**src/rtl/lcd_ctrl.sv**
```systemverilog
// HD44780-style LCD write controller: power-up wait, 4-command init, then paced single-byte writes.
// Latency: EN rises T_SETUP+1 cycles after accept; ready again T_SETUP+T_PULSE+T_HOLD+Twait cycles after accept.
// Backpressure: o_ready is high only in IDLE; requests presented while busy are ignored, not queued.
module lcd_ctrl #(
  parameter int T_PWR   = 750000,
  parameter int T_SETUP = 3,
  parameter int T_PULSE = 12,
  parameter int T_HOLD  = 3,
  parameter int T_CMD   = 2500,
  parameter int T_LONG  = 82000
) (
  input  logic        clk,
  input  logic        rst,
  input  logic        i_valid,
  output logic        o_ready,
  input  logic        i_rs,
  input  logic [7:0]  i_data,
  output logic        o_init_done,
  output logic [31:0] o_lcd
);

  // The shared counter must hold the longest load value (max-1) without wrapping.
  localparam int T_MAX = (T_PWR > T_LONG) ? T_PWR : T_LONG;
  localparam int CW    = (T_MAX > 1) ? $clog2(T_MAX) : 1;

  typedef enum logic [2:0] {
    S_PWRUP,
    S_SETUP,
    S_PULSE,
    S_HOLD,
    S_WAIT,
    S_IDLE
  } state_t;

  state_t        state, state_nxt;
  logic [CW-1:0] cnt, cnt_nxt;
  logic [1:0]    init_idx, init_idx_nxt;
  logic          rs_q, rs_nxt;
  logic [7:0]    data_q, data_nxt;
  logic          init_done_q, init_done_nxt;
  logic [31:0]   lcd_q;
  logic          cnt_zero;
  logic          long_wait;
  logic [CW-1:0] cnt_dec;

  // A timed state of N cycles loads N-1 and leaves on the cycle the counter reads 0.
  function automatic logic [CW-1:0] load(input int n);
    load = CW'(n - 1);
  endfunction

  // Init command table: function set 8-bit/2-line, display on, clear, entry mode.
  function automatic logic [7:0] init_cmd(input logic [1:0] idx);
    case (idx)
      2'd0:    init_cmd = 8'h38;
      2'd1:    init_cmd = 8'h0C;
      2'd2:    init_cmd = 8'h01;
      default: init_cmd = 8'h06;
    endcase
  endfunction

  assign cnt_zero  = (cnt == '0);
  assign cnt_dec   = cnt - CW'(1);
  // Clear display and return home (0x01..0x03 as commands) need the long settle time.
  assign long_wait = !rs_q && (data_q == 8'h01 || data_q == 8'h02 || data_q == 8'h03);

  assign o_ready     = (state == S_IDLE);
  assign o_init_done = init_done_q;
  assign o_lcd       = lcd_q;

  // State, counter, init index and captured byte registers.
  always_ff @(posedge clk or negedge rst) begin
    if (!rst) begin
      state       <= S_PWRUP;
      cnt         <= load(T_PWR);
      init_idx    <= 2'd0;
      rs_q        <= 1'b0;
      data_q      <= 8'h00;
      init_done_q <= 1'b0;
    end else begin
      state       <= state_nxt;
      cnt         <= cnt_nxt;
      init_idx    <= init_idx_nxt;
      rs_q        <= rs_nxt;
      data_q      <= data_nxt;
      init_done_q <= init_done_nxt;
    end
  end

  // Next-state logic: walk SETUP->PULSE->HOLD->WAIT per byte, sequencing the init table first.
  always_comb begin
    state_nxt     = state;
    cnt_nxt       = cnt;
    init_idx_nxt  = init_idx;
    rs_nxt        = rs_q;
    data_nxt      = data_q;
    init_done_nxt = init_done_q;
    case (state)
      S_PWRUP: begin
        if (cnt_zero) begin
          state_nxt = S_SETUP;
          cnt_nxt   = load(T_SETUP);
          rs_nxt    = 1'b0;
          data_nxt  = init_cmd(init_idx);
        end else begin
          cnt_nxt = cnt_dec;
        end
      end
      S_SETUP: begin
        if (cnt_zero) begin
          state_nxt = S_PULSE;
          cnt_nxt   = load(T_PULSE);
        end else begin
          cnt_nxt = cnt_dec;
        end
      end
      S_PULSE: begin
        if (cnt_zero) begin
          state_nxt = S_HOLD;
          cnt_nxt   = load(T_HOLD);
        end else begin
          cnt_nxt = cnt_dec;
        end
      end
      S_HOLD: begin
        if (cnt_zero) begin
          state_nxt = S_WAIT;
          cnt_nxt   = long_wait ? load(T_LONG) : load(T_CMD);
        end else begin
          cnt_nxt = cnt_dec;
        end
      end
      S_WAIT: begin
        if (cnt_zero) begin
          if (init_done_q || init_idx == 2'd3) begin
            state_nxt     = S_IDLE;
            init_done_nxt = 1'b1;
          end else begin
            state_nxt    = S_SETUP;
            cnt_nxt      = load(T_SETUP);
            init_idx_nxt = init_idx + 2'd1;
            rs_nxt       = 1'b0;
            data_nxt     = init_cmd(init_idx + 2'd1);
          end
        end else begin
          cnt_nxt = cnt_dec;
        end
      end
      S_IDLE: begin
        if (i_valid) begin
          state_nxt = S_SETUP;
          cnt_nxt   = load(T_SETUP);
          rs_nxt    = i_rs;
          data_nxt  = i_data;
        end
      end
      default: begin
        state_nxt = S_PWRUP;
        cnt_nxt   = load(T_PWR);
      end
    endcase
  end

  // Pin word is registered so the LCD sees glitch-free levels; it trails the state by one cycle.
  always_ff @(posedge clk or negedge rst) begin
    if (!rst) begin
      lcd_q <= 32'h0;
    end else begin
      lcd_q <= {1'b1, 20'h0, (state == S_PULSE), rs_q, 1'b0, data_q};
    end
  end

endmodule

```
**config.mk**
```make
export PLATFORM = sky130hd
export DESIGN_NAME = lcd_ctrl
export DESIGN_NICKNAME = d
export VERILOG_FILES = /design/src/rtl/lcd_ctrl.sv
export SDC_FILE = /design/constraint.sdc
export NUM_CORES = 1
export LEC_CHECK = 0
export BUFFER_PORTS_ARGS = -buffer_cell sky130_fd_sc_hd__buf_2
export CORE_MARGIN = 2
export CORE_UTILIZATION = 40
export DETAILED_ROUTE_END_ITERATION = 8
export RECOVER_POWER = 100
export SLEW_MARGIN = 20
export SYNTH_ARGS = -nofsm -noshare
export SYNTH_HDL_FRONTEND = slang
export SYNTH_SLANG_ARGS = --single-unit
```
**constraint.sdc**
```tcl
create_clock -name clk -period 2.8 [get_ports clk]
set_input_delay 0.42 -clock clk [delete_from_list [all_inputs] [get_ports clk]]
set_output_delay 0.42 -clock clk [all_outputs]
set_load 0.05 [all_outputs]
```
# Word level (Yosys, flattened, before mapping)
# Cells that the tools add are included.
# op_classes
bitwise_logic	1
reduce_logical	16
n_eq_ne	21
mux	28
addsub	2
# ops
operator	count
20-bit 2-to-1 mux	6
20-bit case mux with 5 select lines	1
6-bit case mux with 3 select lines	2
8-bit 2-to-1 mux	4
8-bit case mux with 3 select lines	1
3-bit 2-to-1 mux	7
20-bit zero test	1
20-bit by 1-bit subtractor with 20-bit output, second input constant	1
3-bit case mux with 6 select lines	1
17-bit 2-to-1 mux	1
8-bit by 2-bit == test with 1-bit output, second input constant	2
2-bit != test, second input constant	7
8-bit by 1-bit == test with 1-bit output, second input constant	1
2-bit == test, second input constant	3
3-bit by 2-bit == test with 1-bit output, second input constant	2
3-bit == test, second input constant	2
3-bit AND reduction	2
6-bit AND reduction	1
5-bit AND reduction	1
2-bit by 1-bit == test with 1-bit output, second input constant	2
2-bit zero test	2
1-bit 2-to-1 mux	4
3-bit by 1-bit == test with 1-bit output, second input constant	1
3-bit zero test	1
other kinds (10)	12
# word_totals
in_bits	12
elab_cells	75
reg_bits	46

# Logic depth before layout (Yosys ltp)
# depth
depth_word	7
mapped_depth	8
mapped_depth_nobuf	7

# Worst setup path after synthesis
# No wires, ideal clock.
# synth_timing
path_kind	flip-flop to flip-flop
from	register cnt[0]
to	register cnt[9]
t_arrival_ns	2.182
stages_incl_launch_ff	9
required_ns	2.713
setup_time_ns	0.087
setup_slack_ns	0.531
path_cell_list	dfstp_2 inv_1 ha_1 or4b_1 and3b_1 a31o_2 clkbuf_1 or4_1 a22oi_1
# synth_via
elab_chain_len	3
elab_cells_between_ends	9
# synth_rtl
item	line	text
start, declared	36	logic [CW-1:0] cnt, cnt_nxt;
start signal, assigned	74	cnt <= load(T_PWR);
start signal, assigned	81	cnt <= cnt_nxt;
20-bit by 1-bit subtractor with 20-bit output / 20-bit zero test (equally long branches)	62, 61	
20-bit 2-to-1 mux (tied with other cells)	133	if (cnt_zero) begin
20-bit case mux with 5 select lines / 2-bit AND reduction (equally long branches)	-	
# Several ways; a longest one is shown, not always the timed one.
# A chain may end at the register's enable or synchronous reset.

# Final worst setup path
# layout_timing
from	register cnt[0]
to	register data_q[1]
# layout_via
elab_chain_len	3
elab_cells_between_ends	4
# layout_rtl
item	line	text
20-bit zero test *	61	assign cnt_zero = (cnt == '0);
2-bit != test (no line)	-	
5-bit AND reduction (no line) *	-	
end signal, assigned	84	data_q <= data_nxt;
end, declared	39	logic [7:0] data_q, data_nxt;
# Every way passes the cells marked *; elsewhere a longest branch is shown, timed or not.

==> run metrics <==
Hold WC Path Type input pin to flip-flop; vias per std cell 5.34; Top Ports 46; Antenna Cells 0; Peak supply drop 0.256 mV; WS Path Type flip-flop to flip-flop; most frequent cell after synthesis dfrtp_1; first-pass GRT wire length 10.6 mm; unrepaired setup endpoints after global routing false; H-tree depth 2; LEAKAGE 1.27 nW; die span in x 88.8 µm; final setup fails 0; GRT Total Usage 0.176; maxcap violations 1; sum of negative setup slack 0 ns; chip height 88.8 µm; design area 3070 µm²; Synth async-reset ratio 1.00; failing checks max-capacitance violations, max-slew violations; TritonCTS clock tree built; area leader, netlist dfrtp_1; Num CTS Buffers 5; top post-synthesis cells by area dfrtp_1 (29%), dfstp_2 (12%), buf_4 (5.5%), ha_1 (3.9%), mux2_4 (3.1%); Cell Rows 30; Initial DRC Count 149; sequential element share of the synthesized area 0.406; DRC 0; Most used DFF post-synth dfrtp_1; required time of the critical path 2.99 ns; crit end category flip-flop; share of layout cells above drive strength 1 0.155; starting density of the core 0.419; clk buf depth 2; gpl congestion 0.916; pre-CTS setup slack 0.321 ns; clock sink total 46; clk slew on worst S/H paths 0.09 ns; Post-DP HPWL 4.73 mm; Pre-Repair DR Iteration Count 4; Power Dens Cells 532 nW/µm²; Post-CTS Hold Buffers 0; Netlist Area Pre-Place 2880 µm²; Placed Cells 417; Slew Viols, Final 44; synthesized area per cell 9.49 µm²; post_cts resized 0; fin crit period 2.55 ns; Final #Nets 349; final hold viol count 0; Slew HR -0.512; Fmax 393 MHz; vias in the first global route 2080; Synth Warn # 0; final cell count without fillers 425; Setup WS post-layout 0.254 ns; WL/cell 15.1 µm; Die ar. 7880 µm²; Worst Tran Pin Value 2.27 ns; P&R area growth vs syn 6.70%; EDFF count, synth 0; post-CTS setup buffers 0; Fin Clk Skew 0.00515 ns; largest net degree at the start of global routing 44; Critical Path AT 2.74 ns; Core Box Area 6870 µm²; total gr overflow 0; via count 2268; top cell type's share of synthesized area 0.287; Syn Inst Count 303; Netlist cell types 65; period utilization 0.909; CTS root buf clkbuf_8; dpl cell area 3030 µm²; initial antenna violation count 0; Post-synth top cells dfrtp_1 (33), nand2_1 (22), buf_4 (21), nor2_1 (21); worst-skew pair later-pin latency 0.31 ns; routed wire length 6.42 mm; status complete, but fails checks; Synth Register Bits 46; maximum fanout along the worst path 9; Critical Path Source Type flip-flop; ANT nets after route 0; count of input and output buffers 24
worst paths after layout:
check	start	endpoint	slack (ns)	depth (start not counted)
setup / recovery	cnt[0]$_DFFE_PN1P_	data_q[1]$_DFFE_PN0P_	0.25	7
hold / removal	i_rs	rs_q$_DFFE_PN0P_	0.33	3
setup reg to reg	cnt[0]$_DFFE_PN1P_	data_q[1]$_DFFE_PN0P_	0.25	7
hold reg to reg	data_q[0]$_DFFE_PN0P_	o_lcd[0]$_DFF_PN0_	0.41	0
max in group asynchronous	rst	cnt[4]$_DFFE_PN0P_	0.73	1
min in group asynchronous	rst	init_idx[1]$_DFFE_PN0P_	0.78	1
state kept, by name (all words and copies together) (netlist names):
| register | cells |
|---|---|
| o_lcd | 11 |
| data_q | 8 |
| cnt | 20 |
| state | 3 |
| o_init_done | 1 |
| rs_q | 1 |
| init_idx | 2 |
cell families after synthesis:
kind of cell | after synthesis | synth area share
muxes | 13 | 0.0557
and+or+nand+nor | 100 | 0.197
DFF | 46 | 0.406
AOI/OAI and AO/OA | 78 | 0.189
xor gates and xnor gates | 3 | 0.00914
adders and majority gates | 9 | 0.0392
buffers and inverters | 52 | 0.101
other | 2 | 0.00261
metrics by stage:
stage | total power, mW | util | hold slack, ns
after CTS | 1.64 | 0.455 | 0.305
after detailed placement | 1.21 | 0.442 | 0.401
after global routing | 1.71 | 0.447 | 0.348
after global placement | 1.21 | 0.442 | 0.389
final | 1.63 | 0.447 | 0.334
after floorplan | 1.13 | - | 0.124
layout make-up:
class / count / area, µm²
Timing Repair Buffer: 34 / 171
Clock buffer: 5 / 68.8
Sequential cell: 46 / 1170
Fill cell: 699 / 3800
Multi-Input combinational cell: 225 / 1460
Clock inverter: 3 / 23.8
Tap cell: 96 / 120
Inverter: 16 / 60.1
critical path: stages (launching register included):
cell	delay [ns]
dfstp_2	0.40
inv_1	0.10
ha_1	0.16
or4b_1	0.47
and3b_1	0.26
nand3_1	0.19
a211o_1	0.48
mux2_1	0.37
layer usage:
layer,part of all wire,global-route usage,up-vias
li1,-,-,1110
met1,0.48,0.249,1078
met2,0.46,0.271,70
met3,0.042,0.0280,10
met4,0.017,0.0647,0
met5,0,0,-
where the power goes:
part | internal, mW | switching (mW)
Clock | 0.179 | 0.249
Sequential | 0.764 | 0.0969
Combinational | 0.120 | 0.222
layout by cell type (no fill, tap or decap), types with 4 or more instances in the layout:
cell | Yosys | final
dfrtp_1 | 33 | 33
ha_1 | 9 | 9
o21ai_0 | 16 | 20
a22oi_1 | 8 | 8
o31ai_1 | 5 | 5
nand3_1 | 6 | 7
buf_4 | 21 | 8
a31oi_1 | 6 | 6
a21oi_1 | 10 | 10
clkbuf_1 | 11 | 15
buf_2 | 2 | 10
clkbuf_8 | 0 | 5
conb_1 | 2 | 22
dfstp_2 | 13 | 13
or3_1 | 5 | 5
nor4_1 | 4 | 4
nor2_1 | 21 | 22
mux2_1 | 0 | 6
nor3_1 | 9 | 10
inv_1 | 16 | 16
nand2_1 | 22 | 22
mux2i_1 | 7 | 7
No activity file was read; power rests on OpenSTA's default activity.
